`src/rtl/mux4x1_rr_arbiter.sv`:
```
// Round-robin arbiter sharing a 4:1 single-bit mux between four requesters, with a bounded hold time.
// Optional MUX_ARB_LOCK_EN adds a lock input that suppresses preemption and freezes the hold counter.
module mux4x1_rr_arbiter #(
    parameter int HOLD_MAX = 4,
    parameter int CNT_W    = 8
) (
    input  logic       clk,
    input  logic       rst_n,
    input  logic [3:0] req,
    input  logic       in_a,
    input  logic       in_b,
    input  logic       in_c,
    input  logic       in_d,
`ifdef MUX_ARB_LOCK_EN
    input  logic       lock,
`endif
    output logic [3:0] gnt,
    output logic       Sel0,
    output logic       Sel1,
    output logic       busy,
    output logic       out_data,
    output logic       out_valid
);

    typedef enum logic {IDLE, OWN} state_t;

    localparam logic [CNT_W-1:0] CNT_LAST = CNT_W'(HOLD_MAX - 1);

    state_t           state;
    logic [1:0]       sel_q;
    logic [1:0]       ptr;
    logic [CNT_W-1:0] cnt;

    logic [3:0] others;
    logic [2:0] pick_idle;
    logic [2:0] pick_next;
    logic       lock_on;
    logic       grant_en;
    logic [1:0] grant_idx;
    logic       drop;
    logic       mux_bit;

    // Returns {found, index} of the first set bit scanning start, start+1, ... mod 4.
    function automatic logic [2:0] rr_pick(input logic [3:0] r, input logic [1:0] start);
        logic [2:0] res;
        logic [1:0] idx;
        res = 3'b000;
        for (int k = 3; k >= 0; k--) begin
            idx = start + 2'(k);
            if (r[idx]) res = {1'b1, idx};
        end
        return res;
    endfunction

    assign Sel1 = sel_q[1];
    assign Sel0 = sel_q[0];
    assign busy = |gnt;

    // The current owner is excluded so preemption always moves on; on release its bit is already clear.
    assign others    = req & ~gnt;
    assign pick_idle = rr_pick(req, ptr);
    assign pick_next = rr_pick(others, sel_q + 2'd1);

`ifdef MUX_ARB_LOCK_EN
    assign lock_on = lock && (state == OWN);
`else
    assign lock_on = 1'b0;
`endif

    always_comb begin
        grant_en  = 1'b0;
        grant_idx = 2'd0;
        drop      = 1'b0;
        if (state == IDLE) begin
            grant_en  = pick_idle[2];
            grant_idx = pick_idle[1:0];
        end else if (!req[sel_q]) begin
            grant_en  = pick_next[2];
            grant_idx = pick_next[1:0];
            drop      = !pick_next[2];
        end else if ((|others) && (cnt == CNT_LAST) && !lock_on) begin
            grant_en  = 1'b1;
            grant_idx = pick_next[1:0];
        end
    end

    always_comb begin
        case (sel_q)
            2'd0:    mux_bit = in_a;
            2'd1:    mux_bit = in_b;
            2'd2:    mux_bit = in_c;
            default: mux_bit = in_d;
        endcase
    end

    always_ff @(posedge clk) begin
        if (!rst_n) begin
            state     <= IDLE;
            gnt       <= 4'b0000;
            sel_q     <= 2'd0;
            ptr       <= 2'd0;
            cnt       <= '0;
            out_data  <= 1'b0;
            out_valid <= 1'b0;
        end else begin
            out_data  <= mux_bit;
            out_valid <= busy;
            if (grant_en) begin
                state <= OWN;
                gnt   <= 4'b0001 << grant_idx;
                sel_q <= grant_idx;
                ptr   <= grant_idx + 2'd1;
                cnt   <= '0;
            end else if (drop) begin
                state <= IDLE;
                gnt   <= 4'b0000;
                cnt   <= '0;
            end else if ((state == OWN) && !lock_on && (cnt != CNT_LAST)) begin
                // Saturates at the last value so a sole owner never wraps back to zero.
                cnt <= cnt + 1'b1;
            end
        end
    end

endmodule
```
`config.mk`:
```
export PLATFORM = sky130hd
export DESIGN_NAME = mux4x1_rr_arbiter
export DESIGN_NICKNAME = d
export VERILOG_FILES = /design/src/rtl/mux4x1_rr_arbiter.sv
export SDC_FILE = /design/constraint.sdc
export NUM_CORES = 1
export LEC_CHECK = 0
export ABC_AREA = 0
export CAP_MARGIN = 20
export CORE_MARGIN = 2
export CORE_UTILIZATION = 37
export DETAILED_ROUTE_END_ITERATION = 6
export SLEW_MARGIN = 10
export SYNTH_ARGS = -nofsm -noshare
export SYNTH_HDL_FRONTEND = slang
export SYNTH_SLANG_ARGS = --single-unit
```
`constraint.sdc`:
```
create_clock -name clk -period 4.07 [get_ports clk]
set_input_delay 0.6105 -clock clk [delete_from_list [all_inputs] [get_ports clk]]
set_output_delay 0.6105 -clock clk [all_outputs]
set_load 0.1 [all_outputs]
```
* Word-level counts from Yosys, hierarchy flattened
Cells that the tools add are included.
** Operators by class
- $add $sub $neg :: 9
- Multipliers :: 0
- Div/mod/pow operators :: 0
- Order comparisons :: 9
- Eq/ne operators :: 4
- Shift-type cells :: 1
- Multiplexer cells :: 39
- Bitwise logic cells :: 3
- Reductions and logical operators :: 8
** Operator list (count)
- $lt 2x3->1 const B :: 9
- $mux 3 :: 8
- $bmux 1 s2 :: 9
- $mux 1 :: 16
- $add 2x1->2 const B :: 4
- $add 2x2->2 const B :: 4
- $add 8x1->8 const B :: 1
- $eq 8x2->1 const B :: 1
- $mux 4 :: 2
- $ne 8x2->1 const B :: 1
- $reduce_or 4->1 :: 2
- $mux 2 :: 3
- $and 4x4->4 :: 1
- $not 4->4 :: 1
- $shl 1x2->4 const A :: 1
- $pmux 1 s3 :: 1
- $reduce_or 3->1 :: 1
- $eq 2x1->1 const B :: 1
- $eq 2x2->1 const B :: 1
- $logic_and 1x1->1 :: 2
- $logic_not 2->1 :: 1
- $reduce_bool 2->1 :: 1
- $logic_not 1->1 :: 1
- $not 1->1 :: 1
** Storage, ports and cells
- Flip-flop bits (word level) :: 19
- Latch bits :: 0
- Memory bits (writable) :: 0
- Bits in read-only memories :: 0
- Bits of input ports :: 10
- Output and inout bits :: 9
- Word-level logic and storage cells :: 80
- Memories :: 0

* Logic depth before layout (Yosys ltp)
- Depth in word-level cells :: 13
- Depth in mapped cells :: 10
- Mapped depth without buffers :: 10

* Least setup slack after synthesis
No wires, ideal clock.
- Path kind :: reg-to-reg
- Start point :: register sel_q[0]
- End point :: register ptr[1]
- Setup time :: 0.116 ns
- Arrival time :: 2.884 ns
- Required time :: 3.954 ns
- Slack :: 1.069 ns
- Cell stages (with the launch flop) :: 10
- Buffers on the path :: 0
- Clock period less this slack :: 3.001 ns
- Cell sequence :: dfxtp_1 > inv_1 > ha_1 > nor3b_1 > a21oi_1 > o211a_1 > a31o_2 > ha_1 > mux2i_1 > nor2b_1
** Between the ends
- Longest elaborated chain between the ends :: 12
- Elaborated cells between the ends (all ways) :: 24
- Classes of those cells :: add/sub: 5; mux: 19
** RTL lines
- from (decl) :: RTL line 30 : logic [1:0] sel_q;
- from (signal assigned) :: RTL line 111 : sel_q <= grant_idx;
- $add 2x1->2 :: RTL line 62 : assign pick_next = rr_pick(others, sel_q + 2'd1);
- $add 2x2->2 :: RTL line 49 : idx = start + 2'(k);
- $bmux 1 s2 :: RTL line 50 : if (r[idx]) res = {1'b1, idx};
- $mux 1 (not written as such) :: RTL line 50
- $mux 3 (4 in series) :: RTL line 50
- $mux 2 :: RTL line 81 : end else if ((|others) && (cnt == CNT_LAST) && !lock_on) begin
- $mux 2 (*) :: RTL line 77 : end else if (!req[sel_q]) begin
- $mux 2 (*) :: RTL line 74 : if (state == IDLE) begin
- named net grant_idx[0] :: RTL line 39 : logic [1:0] grant_idx;
- $add 2x1->2 (*) :: RTL line 112 : ptr <= grant_idx + 2'd1;
- to (signal assigned) :: RTL line 112
- to (decl) :: RTL line 31 : logic [1:0] ptr;
The timed path passes the listed nets; every way through them passes the cells marked *. The select of a mux whose other input is x is not followed.
A chain may end at the register's enable or synchronous reset.

* Worst setup path after layout
- Start point :: register gnt[0]
- End point :: output busy
** Between the ends
- Longest elaborated chain between the ends :: 1
** RTL lines
- from (decl) :: RTL line 17 : output logic [3:0] gnt,
- from (signal assigned) :: RTL line 110 : gnt <= 4'b0001 << grant_idx;
- $reduce_or 4->1 :: RTL line 57 : assign busy = |gnt;
- to (decl) :: RTL line 20 : output logic busy,
No other way between the ends.

==> flow_summary.yaml <==
layout:
  area_growth_pct: 20.7
  seq_area_sq_um: 380
  multi_input_area_sq_um: 739
  diodes: 0
  fillers: 305
  nNetsFinal: 168
  drive_above_1_share: 0.0608
setup_path:
  worstPathArrival_ns: 2.21
  slowest_delay_ns: 0.98
  worstPathMaxFanout: 6
  cpLargestDelayFamily: "buffers and inverters"
  start_kind: "flop"
  crit_required_ns: 3.46
  slowest_stage: "clkdlybuf4s50_1"
  worstPathCellList: "or4_1, clkdlybuf4s50_1"
  end_kind: "primary output"
  path_class: "reg2out"
  timing.critical_path.buf_inv: 1
routing:
  vias: 1057
  drt-total-wl_um: 2610
  wl_per_cell_um: 13.6
  drc: 0
  vias_per_cell: 5.51
  ant_nets: 0
  drt_iter0_markers: 55
  firstDrtPassIters: 4
synthesis:
  avgSynthCellArea_sq_um: 9.02
  syn_area_sq_um: 1170
  ys_warn_count: 0
  syn-instance-count: 130
  synth_cell_types: 42
  synth-seq-cells: 19
  yosysSeqAreaShare: 0.324
  synthesis.nets: 149
sta:
  setup-tns-final_ns: 0
  maxSlewHeadroom: 0.351
  min_period_over_period: 0.692
  finalHoldViolCount: 0
  rsz0062_at_grt: "no"
  finalSetupViolations: 0
  finalMaxSlewViolations: 0
  max_slew.worst_pin.slew_ns: 0.970
  worst_hold_slack_ns: 0.524
  skew_ns: 0.00458
  min_period_ns: 2.82
  timing.fmax_mhz: 355
clock_tree:
  cts.path.max_buffers: 2
  post_cts_resized: 0
  ctsHoldBuffers: 0
  post-cts-setup-buffer-count: 0
  clk_latency_ns: 0.31
  tritoncts: "built"
  cts_buffers: 3
  h-tree-depth: 1
  clock-sinks: 19
  clk_pin_slew_ns: 0.12
  cts-root-buf: "clkbuf_4"
global_routing:
  grt_max_degree: 17
  grt_pass1_vias: 936
  gr-total-overflow: 0
  grt_pass1_wl_um: 4230
  antenna_found_initial: 0
  grtUsageTotal: 0.155
placed_design:
  dp_hpwl_um: 1930
  port_buffers: 18
  place_congestion: 0.824
power:
  power_frac_seq: 0.366
  combPwrFrac: 0.473
  intPower_uw: 340
  p_sw_frac: 0.472
  pwr_density_cell_nw_per_um2: 455
  peakVddDrop_v: 0.000184
  pwr-share-clk: 0.161
  power.switching_uw: 304
  power_leakage_uw: 0.000570
run_status:
  status: "finished clean"
floorplan:
  rows: 20
  start_util: 0.387
  core_area_sq_um: 3030
  dieArea_sq_um: 3630
  die_w_um: 60.3
  die_y_um: 60.3
  io-pin-count: 19
min_path:
  min_path_type: "reg2reg"
job:
  maxCapViolCount: 0
[final timing paths]
check / startpoint / to / slack, ns / cells past startpoint
setup / recovery: gnt[0] / busy / 1.25 / 2
hold / removal: cnt[1] / cnt[1] / 0.52 / 2
setup reg to reg: sel_q[0] / ptr[1] / 1.54 / 10
hold reg to reg: cnt[1] / cnt[1] / 0.52 / 2
[routing by layer]
layer  vias to the layer above  wire (um)  GRT usage  share of wire
met2                        26       1150      0.227           0.44
met5                         -          0          0              0
met1                       517       1310      0.224           0.50
li1                        512          -          -              -
met3                         2        136     0.0476          0.052
met4                         0         16     0.0317         0.0061
[cells in the mapped netlist]
cell type,instances,area (sq um)
nand2b_1,4,25.0
a21boi_1,1,7.51
clkbuf_1,3,11.3
o221a_2,1,11.3
and3_1,2,12.5
dfxtp_1,19,380
nand4_1,5,31.3
or4_1,1,7.51
o2111ai_1,1,8.76
mux2i_1,1,10.0
o22ai_1,1,6.26
a31oi_1,1,6.26
or3_1,1,6.26
nand2_1,6,22.5
or4b_1,1,10.0
or2_1,1,6.26
nor2_1,11,41.3
o221ai_1,1,8.76
inv_1,8,30.0
nor3b_1,3,22.5
a32o_1,4,40.0
a211oi_4,1,20.0
o21ai_1,1,5.00
o21a_1,3,22.5
mux4_2,1,22.5
a21o_1,1,7.51
o2111a_1,1,11.3
and2_1,3,18.8
xor2_1,7,61.3
ha_1,9,113
buf_6,1,11.3
a211oi_1,1,7.51
a21oi_1,5,25.0
o21ai_0,3,15.0
and4_1,1,8.76
nor2b_1,5,31.3
o211a_1,3,30.0
nand3_1,4,20.0
a222oi_1,1,10.0
a31o_2,1,8.76
a211o_1,1,8.76
o21ai_2,1,8.76
[cell usage in the layout, fill, tap and decap left out, types with 4 or more instances in the layout]
| cell | count |
|---|---|
| a21oi_1 | 5 |
| a32o_1 | 4 |
| clkdlybuf4s50_1 | 18 |
| dfxtp_1 | 19 |
| ha_1 | 9 |
| inv_1 | 8 |
| nand2_1 | 6 |
| nand2b_1 | 4 |
| nand3_1 | 4 |
| nand4_1 | 5 |
| nor2_1 | 11 |
| nor2b_1 | 5 |
| xor2_1 | 7 |
[registers in the layout (all words and copies together) (netlist names)]
register / cells
sel_q: 2
state: 1
cnt: 8
out_data: 1
ptr: 2
gnt: 4
out_valid: 1
[worst min-delay path, cell delays in order (launching register included)]
cell and delay (ns):
dfxtp_1 0.37, nand2_1 0.07, a21oi_1 0.05
[cells by family (layout without fill, tap and decap cells)]
| group | count (synthesis) | in the layout | share of synthesized area |
|---|---|---|---|
| and+or+nand+nor | 48 | 48 | 0.225 |
| muxes | 2 | 2 | 0.0277 |
| DFF | 19 | 19 | 0.324 |
| buffers and inverters | 12 | 30 | 0.0448 |
| xor gates and xnor gates | 7 | 7 | 0.0523 |
| adders and majority gates | 9 | 9 | 0.0961 |
| AOI/OAI and AO/OA | 33 | 33 | 0.229 |
[per-stage QoR]
| stage | power [uW] | util | std cells | setup WS [ns] | area [sq um] |
|---|---|---|---|---|---|
| 2_1_floorplan | 468 | - | 130 | 1.07 | 1170 |
| 3_3_place_gp | 541 | 0.457 | 188 | 1.37 | 1390 |
| 3_5_place_dp | 544 | 0.457 | 188 | 1.31 | 1390 |
| 4_1_cts | 647 | 0.467 | 192 | 1.23 | 1420 |
| 5_1_grt | 677 | 0.467 | 192 | 1.18 | 1420 |
| 6_report | 643 | 0.467 | 192 | 1.25 | 1420 |
[final cells by class]
cell class              instances  area share
multi-input cells              99       0.523
flip-flops and latches         19       0.269
repair buffers                 18       0.127
well taps                      44      0.0389
inverters                       8      0.0212
clock buffers                   3      0.0159
clock inverters                 1     0.00531
[power by group through the flow]
stage	Combinational [uW]	Sequential, uW	Clock, uW
5_1_grt	322	239	116
3_3_place_gp	302	239	0
3_5_place_dp	304	239	0
2_1_floorplan	144	324	0
6_report	304	235	104
4_1_cts	305	235	107
No activity file was read; power rests on OpenSTA's default activity.
